**config.mk**
```make
export PLATFORM = sky130hd
export DESIGN_NAME = melody_arbiter_ctrl
export DESIGN_NICKNAME = d
export VERILOG_FILES = /design/src/rtl/melody_arbiter_ctrl_pkg.sv /design/src/rtl/melody_arbiter_ctrl_rr.sv /design/src/rtl/melody_arbiter_ctrl.sv
export SDC_FILE = /design/constraint.sdc
export NUM_CORES = 1
export LEC_CHECK = 0
export ABC_AREA = 1
export CORE_MARGIN = 3
export CORE_UTILIZATION = 40
export DETAILED_ROUTE_END_ITERATION = 12
export PLACE_DENSITY_LB_ADDON = 0.1
export SLEW_MARGIN = 25
export SYNTH_ARGS = -nofsm -noshare
export SYNTH_HDL_FRONTEND = slang
export SYNTH_SLANG_ARGS = --single-unit
```
**constraint.sdc**
```tcl
create_clock -name clk -period 1.8 [get_ports clk]
set_input_delay 0.18 -clock clk [delete_from_list [all_inputs] [get_ports clk]]
set_output_delay 0.18 -clock clk [all_outputs]
set_load 0.05 [all_outputs]
```
**src/rtl/melody_arbiter_ctrl_pkg.sv**
```systemverilog
// Shared constants for the two-player melody classifier controller:
// note/tipo codes, controller state encoding and word-slicing helpers.
package melody_arbiter_ctrl_pkg;

  localparam int unsigned NOTES = 5;

  localparam logic [2:0] NOTA_X = 3'b000;
  localparam logic [2:0] NOTA_DO = 3'b001;
  localparam logic [2:0] NOTA_RE = 3'b010;
  localparam logic [2:0] NOTA_MI = 3'b011;
  localparam logic [2:0] NOTA_FA = 3'b100;
  localparam logic [2:0] NOTA_SOL = 3'b101;
  localparam logic [2:0] NOTA_LA = 3'b110;
  localparam logic [2:0] NOTA_SI = 3'b111;

  localparam logic [1:0] TIPO_NULO = 2'b00;
  localparam logic [1:0] TIPO_ADJ = 2'b01;
  localparam logic [1:0] TIPO_COMP = 2'b10;
  localparam logic [1:0] TIPO_ADV = 2'b11;

  localparam logic [2:0] S_IDLE = 3'd0;
  localparam logic [2:0] S_CLEAR = 3'd1;
  localparam logic [2:0] S_FEED = 3'd2;
  localparam logic [2:0] S_TERM = 3'd3;
  localparam logic [2:0] S_WAIT = 3'd4;
  localparam logic [2:0] S_REPORT = 3'd5;

  // Out-of-range indices return 0 so the selects never run past the word.
  function automatic logic [2:0] note_at(input logic [14:0] w, input logic [2:0] k);
    logic [2:0] n;
    n = '0;
    for (int unsigned i = 0; i < NOTES; i++) begin
      if (k == i[2:0]) n = w[3*i +: 3];
    end
    return n;
  endfunction

  function automatic logic tom_at(input logic [4:0] t, input logic [2:0] k);
    logic b;
    b = 1'b0;
    for (int unsigned i = 0; i < NOTES; i++) begin
      if (k == i[2:0]) b = t[i];
    end
    return b;
  endfunction

endpackage

```
**src/rtl/melody_arbiter_ctrl_rr.sv**
```systemverilog
// Two-requester round-robin arbiter: the player not served last wins ties.
module rr_arbiter2 (
  input  logic       clk,
  input  logic       reset,
  input  logic       en_i,
  input  logic [1:0] req_i,
  output logic [1:0] ready_o,
  output logic       grant_o,
  output logic       fire_o
);

  logic last_q, last_d;
  logic pref;

  always_comb begin
    pref    = ~last_q;
    grant_o = req_i[pref] ? pref : ~pref;
    ready_o = '0;
    if (en_i && req_i[grant_o]) ready_o[grant_o] = 1'b1;
    fire_o  = |(ready_o & req_i);
    last_d  = fire_o ? grant_o : last_q;
  end

  always_ff @(posedge clk) begin
    if (!reset) last_q <= 1'b1;
    else        last_q <= last_d;
  end

endmodule

```
**src/rtl/melody_arbiter_ctrl.sv**
```systemverilog
// Shares one melody classifier between two players: arbitrate, clear,
// replay the captured 5-note word plus terminator, then report tipo.
module melody_arbiter_ctrl
  import melody_arbiter_ctrl_pkg::*;
#(
  parameter int unsigned TIMEOUT = 16,
  parameter int unsigned TO_W    = 5
) (
  input  logic        clk,
  input  logic        reset,
  input  logic [1:0]  wd_valid,
  output logic [1:0]  wd_ready,
  input  logic [29:0] wd_notas,
  input  logic [9:0]  wd_toms,
  output logic        cls_reset,
  output logic        cls_ok,
  output logic [2:0]  cls_nota,
  output logic        cls_tom,
  input  logic        cls_fim,
  input  logic [1:0]  cls_tipo,
  output logic        res_valid,
  output logic        res_player,
  output logic [1:0]  res_tipo,
  output logic        res_timeout,
  output logic        busy
);

  logic [2:0]      state_q, state_d;
  logic [2:0]      idx_q, idx_d;
  logic [TO_W-1:0] cnt_q, cnt_d;
  logic            player_q, player_d;
  logic [14:0]     notes_q, notes_d;
  logic [4:0]      toms_q, toms_d;
  logic            res_player_q, res_player_d;
  logic [1:0]      res_tipo_q, res_tipo_d;
  logic            res_timeout_q, res_timeout_d;

  logic grant, fire, to_report;

  rr_arbiter2 u_arb (
    .clk     (clk),
    .reset   (reset),
    .en_i    ((state_q == S_IDLE) && reset),
    .req_i   (wd_valid),
    .ready_o (wd_ready),
    .grant_o (grant),
    .fire_o  (fire)
  );

  always_comb begin
    state_d       = state_q;
    idx_d         = idx_q;
    cnt_d         = cnt_q;
    player_d      = player_q;
    notes_d       = notes_q;
    toms_d        = toms_q;
    res_player_d  = res_player_q;
    res_tipo_d    = res_tipo_q;
    res_timeout_d = res_timeout_q;
    to_report     = 1'b0;

    case (state_q)
      S_IDLE: begin
        if (fire) begin
          notes_d  = grant ? wd_notas[29:15] : wd_notas[14:0];
          toms_d   = grant ? wd_toms[9:5] : wd_toms[4:0];
          player_d = grant;
          state_d  = S_CLEAR;
        end
      end
      S_CLEAR: begin
        idx_d   = '0;
        state_d = S_FEED;
      end
      S_FEED, S_TERM: begin
        // fim during replay means the classifier hit error; stop feeding.
        if (cls_fim) begin
          res_tipo_d    = cls_tipo;
          res_timeout_d = 1'b0;
          to_report     = 1'b1;
        end else if (state_q == S_TERM) begin
          cnt_d   = '0;
          state_d = S_WAIT;
        end else if (idx_q == 3'(NOTES - 1)) begin
          state_d = S_TERM;
        end else begin
          idx_d = idx_q + 3'd1;
        end
      end
      S_WAIT: begin
        if (cls_fim) begin
          res_tipo_d    = cls_tipo;
          res_timeout_d = 1'b0;
          to_report     = 1'b1;
        end else if (cnt_q == TO_W'(TIMEOUT - 1)) begin
          res_tipo_d    = TIPO_NULO;
          res_timeout_d = 1'b1;
          to_report     = 1'b1;
        end else begin
          cnt_d = cnt_q + 1'b1;
        end
      end
      S_REPORT: state_d = S_IDLE;
      default:  state_d = S_IDLE;
    endcase

    if (to_report) begin
      res_player_d = player_q;
      state_d      = S_REPORT;
    end
  end

  always_ff @(posedge clk) begin
    if (!reset) begin
      state_q       <= S_IDLE;
      idx_q         <= '0;
      cnt_q         <= '0;
      player_q      <= 1'b0;
      notes_q       <= '0;
      toms_q        <= '0;
      res_player_q  <= 1'b0;
      res_tipo_q    <= TIPO_NULO;
      res_timeout_q <= 1'b0;
    end else begin
      state_q       <= state_d;
      idx_q         <= idx_d;
      cnt_q         <= cnt_d;
      player_q      <= player_d;
      notes_q       <= notes_d;
      toms_q        <= toms_d;
      res_player_q  <= res_player_d;
      res_tipo_q    <= res_tipo_d;
      res_timeout_q <= res_timeout_d;
    end
  end

  always_comb begin
    cls_reset   = ~reset | (state_q == S_CLEAR);
    cls_ok      = (state_q == S_FEED) || (state_q == S_TERM);
    cls_nota    = (state_q == S_FEED) ? note_at(notes_q, idx_q) : NOTA_X;
    cls_tom     = (state_q == S_FEED) ? tom_at(toms_q, idx_q) : 1'b0;
    res_valid   = (state_q == S_REPORT);
    res_player  = res_player_q;
    res_tipo    = res_tipo_q;
    res_timeout = res_timeout_q;
    busy        = (state_q != S_IDLE);
  end

endmodule

```
==> metrics.md <==
| Metric | Value |
|---|---|
| Leading cell types in the layout, fill and taps excluded | `nand2_1 (127), clkdlybuf4s50_1 (50), nand3_1 (36)` |
| Initial antenna violation count | `0` |
| Drt pass-1 iters | `4` |
| Syn nets | `402` |
| NumNets Final | `about 470` |
| Grt peak-use layer | `met2` |
| Overall power | `3800 uW` |
| WL/cell | `roughly 12 um` |
| WL final | `5.71 mm` |
| Final worst-path cycle share | `1.00` |
| I/O pins | `61` |
| CP arrival | `1620 ps` |
| Dpl ws | `128 ps` |
| Clock power frac | `0.196` |
| Peak fanout along the critical path | `8` |
| Crit. End Element | `output port` |
| Post-synth top area share | `0.338` |
| Critical Path Slowest Stage Cell | `dfxtp_4` |
| Die area | `roughly 6400 um^2` |
| Number of global-route vias before repair | `approximately 2200` |
| Vias/cell | `slightly below 5` |
| Initial drt markers | `115` |
| Critical-path cell list | `inv_4 -> ha_2 -> nand2_4 -> o21ai_1 -> inv_1 -> a21oi_2 -> nor2_2 -> buf_12` |
| CTS Hold Buffers Added | `0` |
| Logic pwr share | `0.503` |
| GRT overflow | `0` |
| Setup ws final | `-3.31 ps` |
| Most common cell after layout, fill and taps aside | `nand2_1` |
| Worst Path Required | `1620 ps` |
| Met1 Usage GRT | `0.239` |
| Met3 usage | `0.0361` |
| Root Buffer | `clkbuf_8` |
| Crit path buf inv count | `3` |
| Reg power frac | `0.301` |
| TritonCTS Buffers | `5` |
| Largest cells by area after synthesis | `dfxtp_1 (34%), nand2_1 (22%), nand3_1 (8.9%)` |
| Mapped Cells | `about 350` |
| Final hold viol count | `0` |
| Htree depth | `2` |
| Violated checks | `setup timing` |
| Die width | `between 80 and 90 um` |
| Maximum vdd drop | `0.000645 V` |
| Number of library cell types mapped by synthesis | `24` |
| Cell area after synthesis | `around 2200 um^2` |
| Max_cap viols | `0` |
| Clock skew | `about 4.6 ps` |
| RSZ-0062 raised after global routing | `yes` |
| M2 GR Usage | `0.320` |
| Vias | `between 2000 and 2500` |
| Worst-Margin Slew | `503 ps` |
| Leakage | `0.00142 uW` |
| Yosys top cell by area | `dfxtp_1` |
| Die Ht | `between 80 and 90 um` |
| DP HPWL | `roughly 4.2 mm` |
| Setup Crit Path Kind | `reg -> out` |
| Initial Utilization | `0.421` |
| Share of layout cells above drive strength 1 | `0.189` |
| Synthesized flop and latch total | `37` |
| Largest net degree at the start of global routing | `23` |
| Number of diodes | `0` |
| Synth Warn # | `0` |
| DR DRC count | `0` |
| Switch share | `0.428` |
| Worst-Skew Late Latency | `290 ps` |
| Status | `complete, but fails checks` |
| Area of the core | `5200 um^2` |
| Fin. max-slew vios | `0` |
| Final Critical Period | `around 1800 ps` |
| Highest clock rate | `around 0.55 GHz` |
| Standard-cell rows | `26` |
| CTS tree | `yes` |
| Pwr Density | `1170 nW/um^2` |
| Startpoint type of the worst setup path | `register` |
| Number of port buffers | `60` |
| Total GRT Usage | `0.188` |
| First-pass GRT wire length | `9.63 mm` |
| Slowest Stage Delay on Critical Path | `380 ps` |
| Int Pwr | `between 2000 and 2500 uW` |
| Final setup violation count | `1` |
| Switching power | `1630 uW` |
| Slew headroom | `0.664` |
| Worst Hold Class | `in -> reg` |
| Layout Utilization | `0.623` |
| Clock sinks | `37` |
| Clk buf depth | `2` |
| Crit path max-delay family | `flip-flops` |
| Avg Cell Area, Syn | `6.30 um^2` |
| Final ANT Viol Nets | `0` |
| Area growth from synthesis to layout | `48.1%` |
| Clock transition at path regs | `about 70 ps` |
| GP Congestion | `0.867` |
| Sequential fraction of the synthesis area | `0.338` |
## routing by layer
layer  routed length [um]  up-vias
met5                    0        -
met4                   75        0
met3                  229        6
met2                 2760       43
met1                 2640     1069
li1                     -     1232
## what timing repair did
item / 4_1_cts / 5_1_grt
setup buffers: 1 / 0
gates resized for setup: 36 / 17
endpoints found under the setup margin: 4 / 10
pin swaps: 9 / 8
## logic make-up (layout without fill, tap and decap cells)
logic type | Yosys count | count (layout) | share of synthesized area
buffers and inverters | 48 | 112 | 0.103
and+or+nand+nor | 206 | 206 | 0.399
adders and majority gates | 7 | 7 | 0.0400
DFF | 37 | 37 | 0.338
AOI/OAI and AO/OA | 50 | 50 | 0.119
## worst reg2reg max path, cell delays in order, from the launching register on
cell and delay [ps]:
dfxtp_1 370, ha_1 180, inv_1 70, nor3_2 120, ha_2 190, inv_1 60, nand2_2 90, nand3_1 90
nand2_2 150, nand2_1 80, o211a_1 120
## sequential cells by signal (all words and copies together) (netlist names)
name	flops
res_timeout	1
res_player	1
toms_q	5
state_q	3
player_q	1
notes_q	15
u_arb.last_q	1
cnt_q	5
res_tipo	2
idx_q	3
## metrics by stage
| stage | instances | hold WS, ps | area [um^2] | TNS, ps |
|---|---|---|---|---|
| 2_1_floorplan | 348 | 328 | 2200 | 0 |
| 3_3_place_gp | 473 | 451 | 2950 | 0 |
| 3_5_place_dp | 473 | 456 | 2950 | 0 |
| 4_1_cts | 482 | 448 | 3190 | -8.25 |
| 5_1_grt | 482 | 478 | 3240 | -249 |
| 6_report | 482 | 450 | 3240 | -3.31 |
## Yosys cell counts
cell type  count
o21ai_0       13
a21oi_1       33
buf_6          5
or2_2          1
or2_0          1
o21ai_2        1
ha_1           7
o211a_1        1
nor3_1         2
nor2_4         2
o21ai_1        1
buf_2          7
nand2_1      131
o211ai_1       1
nor2_2         1
nand4_1        4
dfxtp_1       37
nand2_2        4
inv_2          3
nand3_1       39
nor2_1        20
clkbuf_1       3
nand2_4        1
inv_1         30
## power by group through the flow
stage                     logic, uW  clock network (uW)  registers [uW]
after floorplan                1220                   0            1140
final                          1910                 744            1150
after global routing           2120                 795            1170
after detailed placement       1790                   0            1110
after CTS                      1870                 753            1130
after global placement         1780                   0            1110
## worst paths after layout
kind / endpoint / startpoint / slack (ps) / depth (start not counted)
max reg2reg: res_timeout$_SDFFE_PN0P_ / cnt_q[1]$_SDFFE_PN0P_ / 180 / 10
max: cls_nota[1] / idx_q[0]$_SDFFE_PN0P_ / -3 / 8
min reg2reg: notes_q[13]$_SDFFE_PN0P_ / notes_q[13]$_SDFFE_PN0P_ / 460 / 2
min: res_tipo[0]$_SDFFE_PN0P_ / cls_tipo[0] / 450 / 3
## layout make-up
type	instances	area (um^2)
fill	504	1960
clock buffer	7	86.3
tap	70	87.6
inverter	33	134
sequential	37	752
timing repair buffer	71	771
multi-input combinational	263	1380
clock inverter	1	30.0
No activity file was read; power rests on OpenSTA's default activity.
